File: src/rtl/sseg_scan_n.sv
// sseg_scan_n: N-digit multiplexed common-anode seven-segment driver.
// Frame-snapshotted data, leading-zero blanking, per-digit blink, PWM dimming.
//
// Ports:
//   clk, rst      system clock, synchronous active-high reset
//   data          packed hex nibbles, digit i = data[4*i+3:4*i], digit 0 rightmost
//   dp_en         per-digit decimal point enable
//   blank_lz      blank leading zeros (digit 0 always shown)
//   blink_mask    per-digit blink enable
//   brightness    duty level, 0 = dark, 15 = full on (sampled live)
//   seg, dp, an   active-low segment {g..a}, decimal point and anode outputs
module sseg_scan_n #(
   parameter int N_DIGITS   = 4,
   parameter int DIV_LOG2   = 16,
   parameter int BLINK_LOG2 = 5
) (
   input  logic                  clk,
   input  logic                  rst,
   input  logic [4*N_DIGITS-1:0] data,
   input  logic [N_DIGITS-1:0]   dp_en,
   input  logic                  blank_lz,
   input  logic [N_DIGITS-1:0]   blink_mask,
   input  logic [3:0]            brightness,
   output logic [6:0]            seg,
   output logic                  dp,
   output logic [N_DIGITS-1:0]   an
);

   localparam int IW = $clog2(N_DIGITS);
   localparam logic [IW-1:0] LAST = IW'(N_DIGITS - 1);

   logic [DIV_LOG2-1:0]   pcnt;
   logic [IW-1:0]         idx;
   logic [BLINK_LOG2-1:0] fcnt;

   logic [4*N_DIGITS-1:0] snap_data;
   logic [N_DIGITS-1:0]   snap_dp;
   logic [N_DIGITS-1:0]   snap_blink;
   logic                  snap_blz;

   logic                  tick;
   logic                  frame_end;
   logic [3:0]            digit;
   logic                  sel_dp;
   logic                  sel_blink;
   logic                  upper_nz;
   logic                  lz_blank;
   logic                  bl_blank;
   logic                  seg_on;
   logic                  dp_on;
   logic [3:0]            pwr;
   logic                  lit;
   logic [N_DIGITS-1:0]   an_next;

   function automatic logic [6:0] decode(input logic [3:0] h);
      logic [6:0] s;
      case (h)
         4'h0: s = 7'h40;
         4'h1: s = 7'h79;
         4'h2: s = 7'h24;
         4'h3: s = 7'h30;
         4'h4: s = 7'h19;
         4'h5: s = 7'h12;
         4'h6: s = 7'h02;
         4'h7: s = 7'h78;
         4'h8: s = 7'h00;
         4'h9: s = 7'h10;
         4'hA: s = 7'h08;
         4'hB: s = 7'h03;
         4'hC: s = 7'h46;
         4'hD: s = 7'h21;
         4'hE: s = 7'h06;
         default: s = 7'h0E;
      endcase
      return s;
   endfunction

   assign tick      = &pcnt;
   assign frame_end = tick && (idx == LAST);
   assign pwr       = pcnt[DIV_LOG2-1 -: 4];

   always_comb begin
      digit     = '0;
      sel_dp    = 1'b0;
      sel_blink = 1'b0;
      upper_nz  = 1'b0;
      an_next   = '1;
      for (int i = 0; i < N_DIGITS; i++) begin
         if (idx == IW'(i)) begin
            digit     = snap_data[4*i +: 4];
            sel_dp    = snap_dp[i];
            sel_blink = snap_blink[i];
         end
         // Any nonzero nibble at or above the current digit stops LZ blanking.
         if (IW'(i) >= idx && snap_data[4*i +: 4] != 4'h0)
            upper_nz = 1'b1;
      end
      lz_blank = snap_blz && (idx != '0) && !upper_nz;
      bl_blank = sel_blink && fcnt[BLINK_LOG2-1];
      seg_on   = !lz_blank && !bl_blank;
      dp_on    = sel_dp && !bl_blank;
      lit      = (brightness == 4'hF) || (pwr < brightness);
      for (int i = 0; i < N_DIGITS; i++)
         if (lit && idx == IW'(i))
            an_next[i] = 1'b0;
   end

   always_ff @(posedge clk) begin
      if (rst) begin
         pcnt       <= '0;
         idx        <= '0;
         fcnt       <= '0;
         snap_data  <= '0;
         snap_dp    <= '0;
         snap_blink <= '0;
         snap_blz   <= 1'b0;
         an         <= '1;
         seg        <= 7'h7F;
         dp         <= 1'b1;
      end else begin
         pcnt <= pcnt + DIV_LOG2'(1);
         if (tick)
            idx <= (idx == LAST) ? '0 : idx + IW'(1);
         // Latch the next frame's content only at the frame boundary.
         if (frame_end) begin
            fcnt       <= fcnt + BLINK_LOG2'(1);
            snap_data  <= data;
            snap_dp    <= dp_en;
            snap_blink <= blink_mask;
            snap_blz   <= blank_lz;
         end
         an  <= an_next;
         seg <= (lit && seg_on) ? decode(digit) : 7'h7F;
         dp  <= !(lit && dp_on);
      end
   end

endmodule

File: config.mk
export PLATFORM = sky130hd
export DESIGN_NAME = sseg_scan_n
export DESIGN_NICKNAME = d
export VERILOG_FILES = /design/src/rtl/sseg_scan_n.sv
export SDC_FILE = /design/constraint.sdc
export NUM_CORES = 1
export LEC_CHECK = 0
export BUFFER_PORTS_ARGS = -buffer_cell sky130_fd_sc_hd__buf_2
export CORE_UTILIZATION = 41
export CTS_CLUSTER_SIZE = 20
export DETAILED_ROUTE_END_ITERATION = 12
export GPL_ROUTABILITY_DRIVEN = 0
export PLACE_DENSITY = 0.64
export SYNTH_ARGS = -nofsm -noshare
export SYNTH_HDL_FRONTEND = slang
export SYNTH_SLANG_ARGS = --single-unit
File: constraint.sdc
create_clock -name clk -period 2.75 [get_ports clk]
set_input_delay 0.275 -clock clk [delete_from_list [all_inputs] [get_ports clk]]
set_output_delay 0.275 -clock clk [all_outputs]
set_load 0.03 [all_outputs]
==> flow_metrics.tcl, run 1 <==
set metrics [dict create \
    status "finished clean" \
    stdcell_count 428 \
    finalCriticalPeriod_ns 2.50 \
    worstPathArrival_ns 2.68 \
    dieArea_sq_um 7190 \
    r2r_slack_ns 0.25 \
    hold_class "primary input to register" \
    finalHoldViolCount 0 \
    track_usage_pct 17.3 \
    cts_root_buf "clkbuf_8" \
    ys_seq_area_share_pct 42.7 \
    fin_tns_setup_ns 0 \
    synth_fa_ha_area_share_pct 7.12 \
    worstSetupPathType "register to register" \
    clk_latency_ns 0.34 \
    rows 29 \
    drtIter0Drc 73 \
    grt_pass1_wl_mm 9.62 \
    overflow 0 \
    drive_gt1_share_pct 21.7 \
    dpl-instance-area_sq_um 3120 \
    critPathLaunchType "register" \
    syn_nets 347 \
    fin_nets 395 \
    synth_top_family_by_area "simple AND/OR/NAND/NOR gates" \
    numCtsBuffers 9 \
    synth_mux_area_share_pct 12.2 \
    dieHeight_um 84.8 \
    wl_met1_mm 2.79 \
    async_flop_share_pct 0 \
    hold_buffers 0 \
    port_buffers 42 \
    htree_levels 3 \
    grt_max_degree 50 \
    reg2regPathDepth 9 \
    required_ns 2.93 \
    ant_nets 0 \
    cts.sinks 60 \
    clockBufferDepth 2 \
    dpl.hpwl_mm 4.07 \
    post-cts-setup-buffers 0 \
    finalWirelength_mm 5.66 \
    peakVddDrop_uv 337 \
    leakagePower_nw 1.28 \
    dr.max_layer_used "met4" \
    wl_per_cell_um 13.2 \
    areaGrowthSynthToFinish_pct 17.2 \
    routed-via-count 2198 \
    fmax_mhz 399 \
    wl_met2_mm 2.49 \
    synthSimpleGateAreaFrac_pct 21.0 \
    antenna_found_initial 0 \
    synth_edf_count 0 \
    fillers 639 \
    max_cap_viol_count 0 \
    rsz0062_at_grt "false" \
    power.density_nw_per_um2 508 \
    synth_xor_area_share_pct 4.67 \
    finalCritPeriodShare_pct 91.1 \
    synthCells 300 \
    ys_types 46 \
    vias_per_cell 5.14 \
    clkTransAtPathRegs_ns 0.07 \
    worst_pin_slew_ns 0.492 \
    final_cell_area_sq_um 3300 \
    core_sq_um 6490 \
    whs_path_depth 3 \
    drv_slew 0 \
    synth_ff_type "dfxtp_1" \
    synth_compound_area_share_pct 8.28 \
    synth.avg_cell_area_sq_um 9.37 \
    grt_pass1_vias 2054 \
    io_pins 43 \
    initial_utilization_pct 43.3 \
    worstSetupEndpointType "register" \
    first_pass_iters 6 \
    cts_resized 0 \
    wl_met3_um 284 \
    finalSetupViolCount 0 \
    ys_ff_latch 60 \
    die_w_um 84.8 \
    syn-cell-area_sq_um 2810 \
    relSlewSlack_pct 67.2 \
    yosysWarnings 0 \
    hold_ws_ns 0.169 \
    dp.cells 414 \
    skew_ns 0.00745 \
    num_antenna_cells 0 \
    remaining_drc_errors 0 \
    power_mw 1.67 \
    cts_tree "built" \
    crit_path_max_fanout 12 \
]
logic make-up (layout without fill, tap and decap cells):
kind of cell	after synthesis	after routing
AOI/OAI and AO/OA	34	34
xor gates and xnor gates	15	15
adders and majority gates	16	16
buffers and inverters	25	76
DFF	60	60
muxes	34	34
and+or+nand+nor	116	116
worst paths after layout:
path / startpoint / end
setup / recovery: idx[0] / seg[5]
hold / removal: data[2] / snap_data[2]
setup reg to reg: idx[0] / seg[5]
hold reg to reg: fcnt[3] / fcnt[3]
sequential cells by signal, indices dropped and copies added (netlist names):
name	count
an	4
idx	2
seg	7
pcnt	16
snap_dp	4
fcnt	5
snap_blink	4
snap_blz	1
dp	1
snap_data	16
Yosys cell counts, types with 3 or more instances:
| master | instances | share of area [%] |
|---|---|---|
| dfxtp_1 | 60 | 43 |
| xor2_1 | 11 | 3.4 |
| nand2b_1 | 4 | 0.89 |
| a211oi_1 | 4 | 1.1 |
| a21oi_1 | 7 | 1.2 |
| o21ai_0 | 5 | 0.89 |
| nand4_1 | 3 | 0.67 |
| nand2_1 | 22 | 2.9 |
| xnor2_1 | 4 | 1.2 |
| buf_4 | 3 | 0.80 |
| nor4_1 | 3 | 0.67 |
| nand3b_1 | 4 | 1.1 |
| ha_1 | 16 | 7.1 |
| clkbuf_1 | 6 | 0.80 |
| buf_2 | 5 | 0.89 |
| mux2i_1 | 31 | 11 |
| mux2_2 | 3 | 1.2 |
| inv_1 | 11 | 1.5 |
| nor2_1 | 46 | 6.1 |
| nor2b_1 | 6 | 1.3 |
| nand3_1 | 9 | 1.6 |
report_power, final:
part	leakage [nW]	switching [mW]	internal (mW)
registers	0.487	0.00512	0.880
clock network	0.0941	0.327	0.387
logic	0.702	0.0436	0.0312
total	1.28	0.376	1.30
through the flow:
stage	setup slack [ns]	utilization (%)
final	0.245	50.7
after global routing	0.00480	50.7
after CTS	0.222	50.7
after detailed placement	0.231	48.0
after global placement	0.381	48.0
after floorplan	0.393	-
layer usage:
metal  vias to the layer above  global-route usage, %
met5                         -                      0
met4                         0                   6.47
met3                        10                   6.42
met2                        49                   27.0
met1                      1004                   21.8
li1                       1135                      -
layout make-up:
class | count | area, sq um | area share (%)
sequential | 60 | 1200 | 36.4
clock inverter | 2 | 10.0 | 0.304
multi-input combinational | 215 | 1500 | 45.6
inverter | 11 | 41.3 | 1.25
timing repair buffer | 51 | 278 | 8.43
tap | 77 | 96.3 | 2.92
clock buffer | 12 | 165 | 5.01
cells in the final DEF (no fill, tap or decap), drive strengths merged, types with 5 or more instances in the layout:
| master | Yosys | layout |
|---|---|---|
| nor2 | 46 | 46 |
| dfxtp | 60 | 60 |
| buf | 8 | 51 |
| a21oi | 7 | 7 |
| mux2i | 31 | 31 |
| nand2 | 22 | 22 |
| xor2 | 11 | 11 |
| nor2b | 6 | 6 |
| clkbuf | 6 | 12 |
| nand3 | 10 | 10 |
| o21ai | 5 | 5 |
| inv | 11 | 11 |
| ha | 16 | 16 |
critical path: stages (launching register included):
cell and delay (ns):
dfxtp_1 0.41, ha_1 0.41, nor2b_1 0.14, a221o_1 0.31, a22oi_1 0.19, inv_1 0.13
ha_1 0.28, mux2_2 0.28, nand2_1 0.07, o311ai_0 0.13
Note: power is estimated with default switching activity, not from simulation.
==> inputs of run 2 (changes only) <==
Settings changed: CELL_PAD_IN_SITES_DETAIL_PLACEMENT set to 1, CELL_PAD_IN_SITES_GLOBAL_PLACEMENT set to 2, CORE_UTILIZATION 41 to 35, PLACE_DENSITY 0.64 to 0.82.
==> flow_metrics.tcl, run 2 (same netlist as run 1, synthesis figures left out) <==
set metrics [dict create \
    status "finished clean" \
    cts.sinks 60 \
    reg.largest.list "pcnt (16), snap_data (16), seg (7)" \
    hold_class "primary input to register" \
    grt_pass1_wl_mm 10.7 \
    clk_latency_ns 0.33 \
    final_cell_mix "dfxtp_1 (60), nor2_1 (46), buf_2 (42)" \
    dieArea_sq_um 8400 \
    finalSetupViolCount 0 \
    dpl.hpwl_mm 4.72 \
    power.density_nw_per_um2 542 \
    final_cell_area_sq_um 3370 \
    crit_path_max_incr_delay_ns 0.43 \
    whs_path_depth 3 \
    fin_nets 395 \
    port_buffers 42 \
    finalHoldViolCount 0 \
    clkTransAtPathRegs_ns 0.07 \
    clockBufferDepth 2 \
    stdcell_count 455 \
    cts_tree "built" \
    fmax_mhz 397 \
    first_pass_iters 4 \
    relSlewSlack_pct 63.6 \
    drv_slew 0 \
    overflow 0 \
    skew_ns 0.00669 \
    worstPathCellList "inv_1 -> ha_1 -> nor2b_2 -> a221o_1 -> a22oi_1 -> inv_1 -> ha_1 -> mux2_2 -> nand2_1 -> o311ai_0" \
    drive_gt1_share_pct 22.1 \
    ant_nets 0 \
    holdPathEnd "snap_blink[1]" \
    leakagePower_nw 1.30 \
    hold_ws_ns 0.174 \
    crit_path_max_fanout 6 \
    fin_tns_setup_ns 0 \
    worstSetupEndpointType "register" \
    dieHeight_um 91.6 \
    antenna_found_initial 0 \
    grt_pass1_vias 2237 \
    finalCriticalPeriod_ns 2.52 \
    worstReg2RegStart "idx[0]" \
    max_cap_viol_count 0 \
    remaining_drc_errors 0 \
    numCtsBuffers 9 \
    finalWirelength_mm 6.50 \
    rows 32 \
    required_ns 2.92 \
    die_w_um 91.6 \
    grt_max_degree 50 \
    io_pins 43 \
    peakVddDrop_uv 297 \
    areaGrowthSynthToFinish_pct 19.9 \
    htree_levels 3 \
    r2r_slack_ns 0.23 \
    slowest_stage "dfxtp_1" \
    cts_root_buf "clkbuf_8" \
    num_antenna_cells 0 \
    finalCritPeriodShare_pct 91.6 \
    worst_pin_slew_ns 0.543 \
    routed-via-count 2239 \
    dp.cells 439 \
    core_sq_um 7770 \
    final_common_cell "dfxtp_1" \
    worstPathArrival_ns 2.69 \
    fillers 918 \
    drtIter0Drc 72 \
    track_usage_pct 16.8 \
    rsz0062_at_grt "false" \
    wl_per_cell_um 14.3 \
    initial_utilization_pct 36.2 \
    critPathLaunchType "register" \
    vias_per_cell 4.92 \
    hold_buffers 0 \
    timing.rr.end "seg[5]" \
    reg2regPathDepth 10 \
    min_from "blink_mask[1]" \
    dpl-instance-area_sq_um 3150 \
    worstSetupPathType "register to register" \
]
[run 2: cell types whose count changed in the layout (fill, tap and decap cells not counted), sizes merged]
cell	previous run	this run
bufinv	0	2
clkinv	2	3
clkbuf	12	11
[run 2: how the worst max path moves through the flow]
stage                     slack [ns]  cells past startpoint  startpoint     end
after global placement          0.35                     10      idx[0]  seg[6]
after floorplan                 0.39                     10      idx[0]  seg[6]
after CTS                       0.23                     10      idx[0]  seg[6]
final                           0.23                     10      idx[0]  seg[5]
after detailed placement        0.24                     10      idx[0]  seg[6]
after global routing           0.002                     10      idx[0]  seg[5]
[run 2: what timing repair did]
action                                  CTS  global route
setup buffers                             0             0
endpoints found under the setup margin    0             3
resized for setup                         0             1
[run 2: final cells by class]
class	count	area [sq um]	area share (%)
clock buffer	11	141	4.19
clock inverter	5	75.1	2.23
inverter	11	41.3	1.22
multi-input combinational	215	1510	44.7
sequential	60	1200	35.6
tap	102	128	3.79
timing repair buffer	51	278	8.24
[run 2: critical path, delay by kind of cell (launching register included)]
family          cells  cell delay (ns)
buf+inv             2             0.23
fa+ha+maj           2             0.55
mux                 1             0.28
compound gates      3             0.61
simple gates        2             0.26
flops               1             0.43
[run 2: metrics by stage]
step / power, mW / util [%] / setup WS, ns
after floorplan: 0.943 / - / 0.393
after global placement: 0.981 / 40.6 / 0.350
after detailed placement: 0.983 / 40.6 / 0.242
after CTS: 1.86 / 43.4 / 0.227
after global routing: 1.90 / 43.4 / 0.00171
final: 1.83 / 43.4 / 0.230
[run 2: metal layers]
metal  GRT usage, %  share of wire (%)
met2           28.8                 49
met5              0                  0
met4           7.28                1.7
met3           5.14                4.1
met1           19.2                 46
[run 2: where the power goes]
group,leakage [nW],internal (mW),switching (mW)
logic,0.704,0.0314,0.0454
registers,0.487,0.880,0.00527
clock network,0.113,0.530,0.334
total,1.30,1.44,0.384
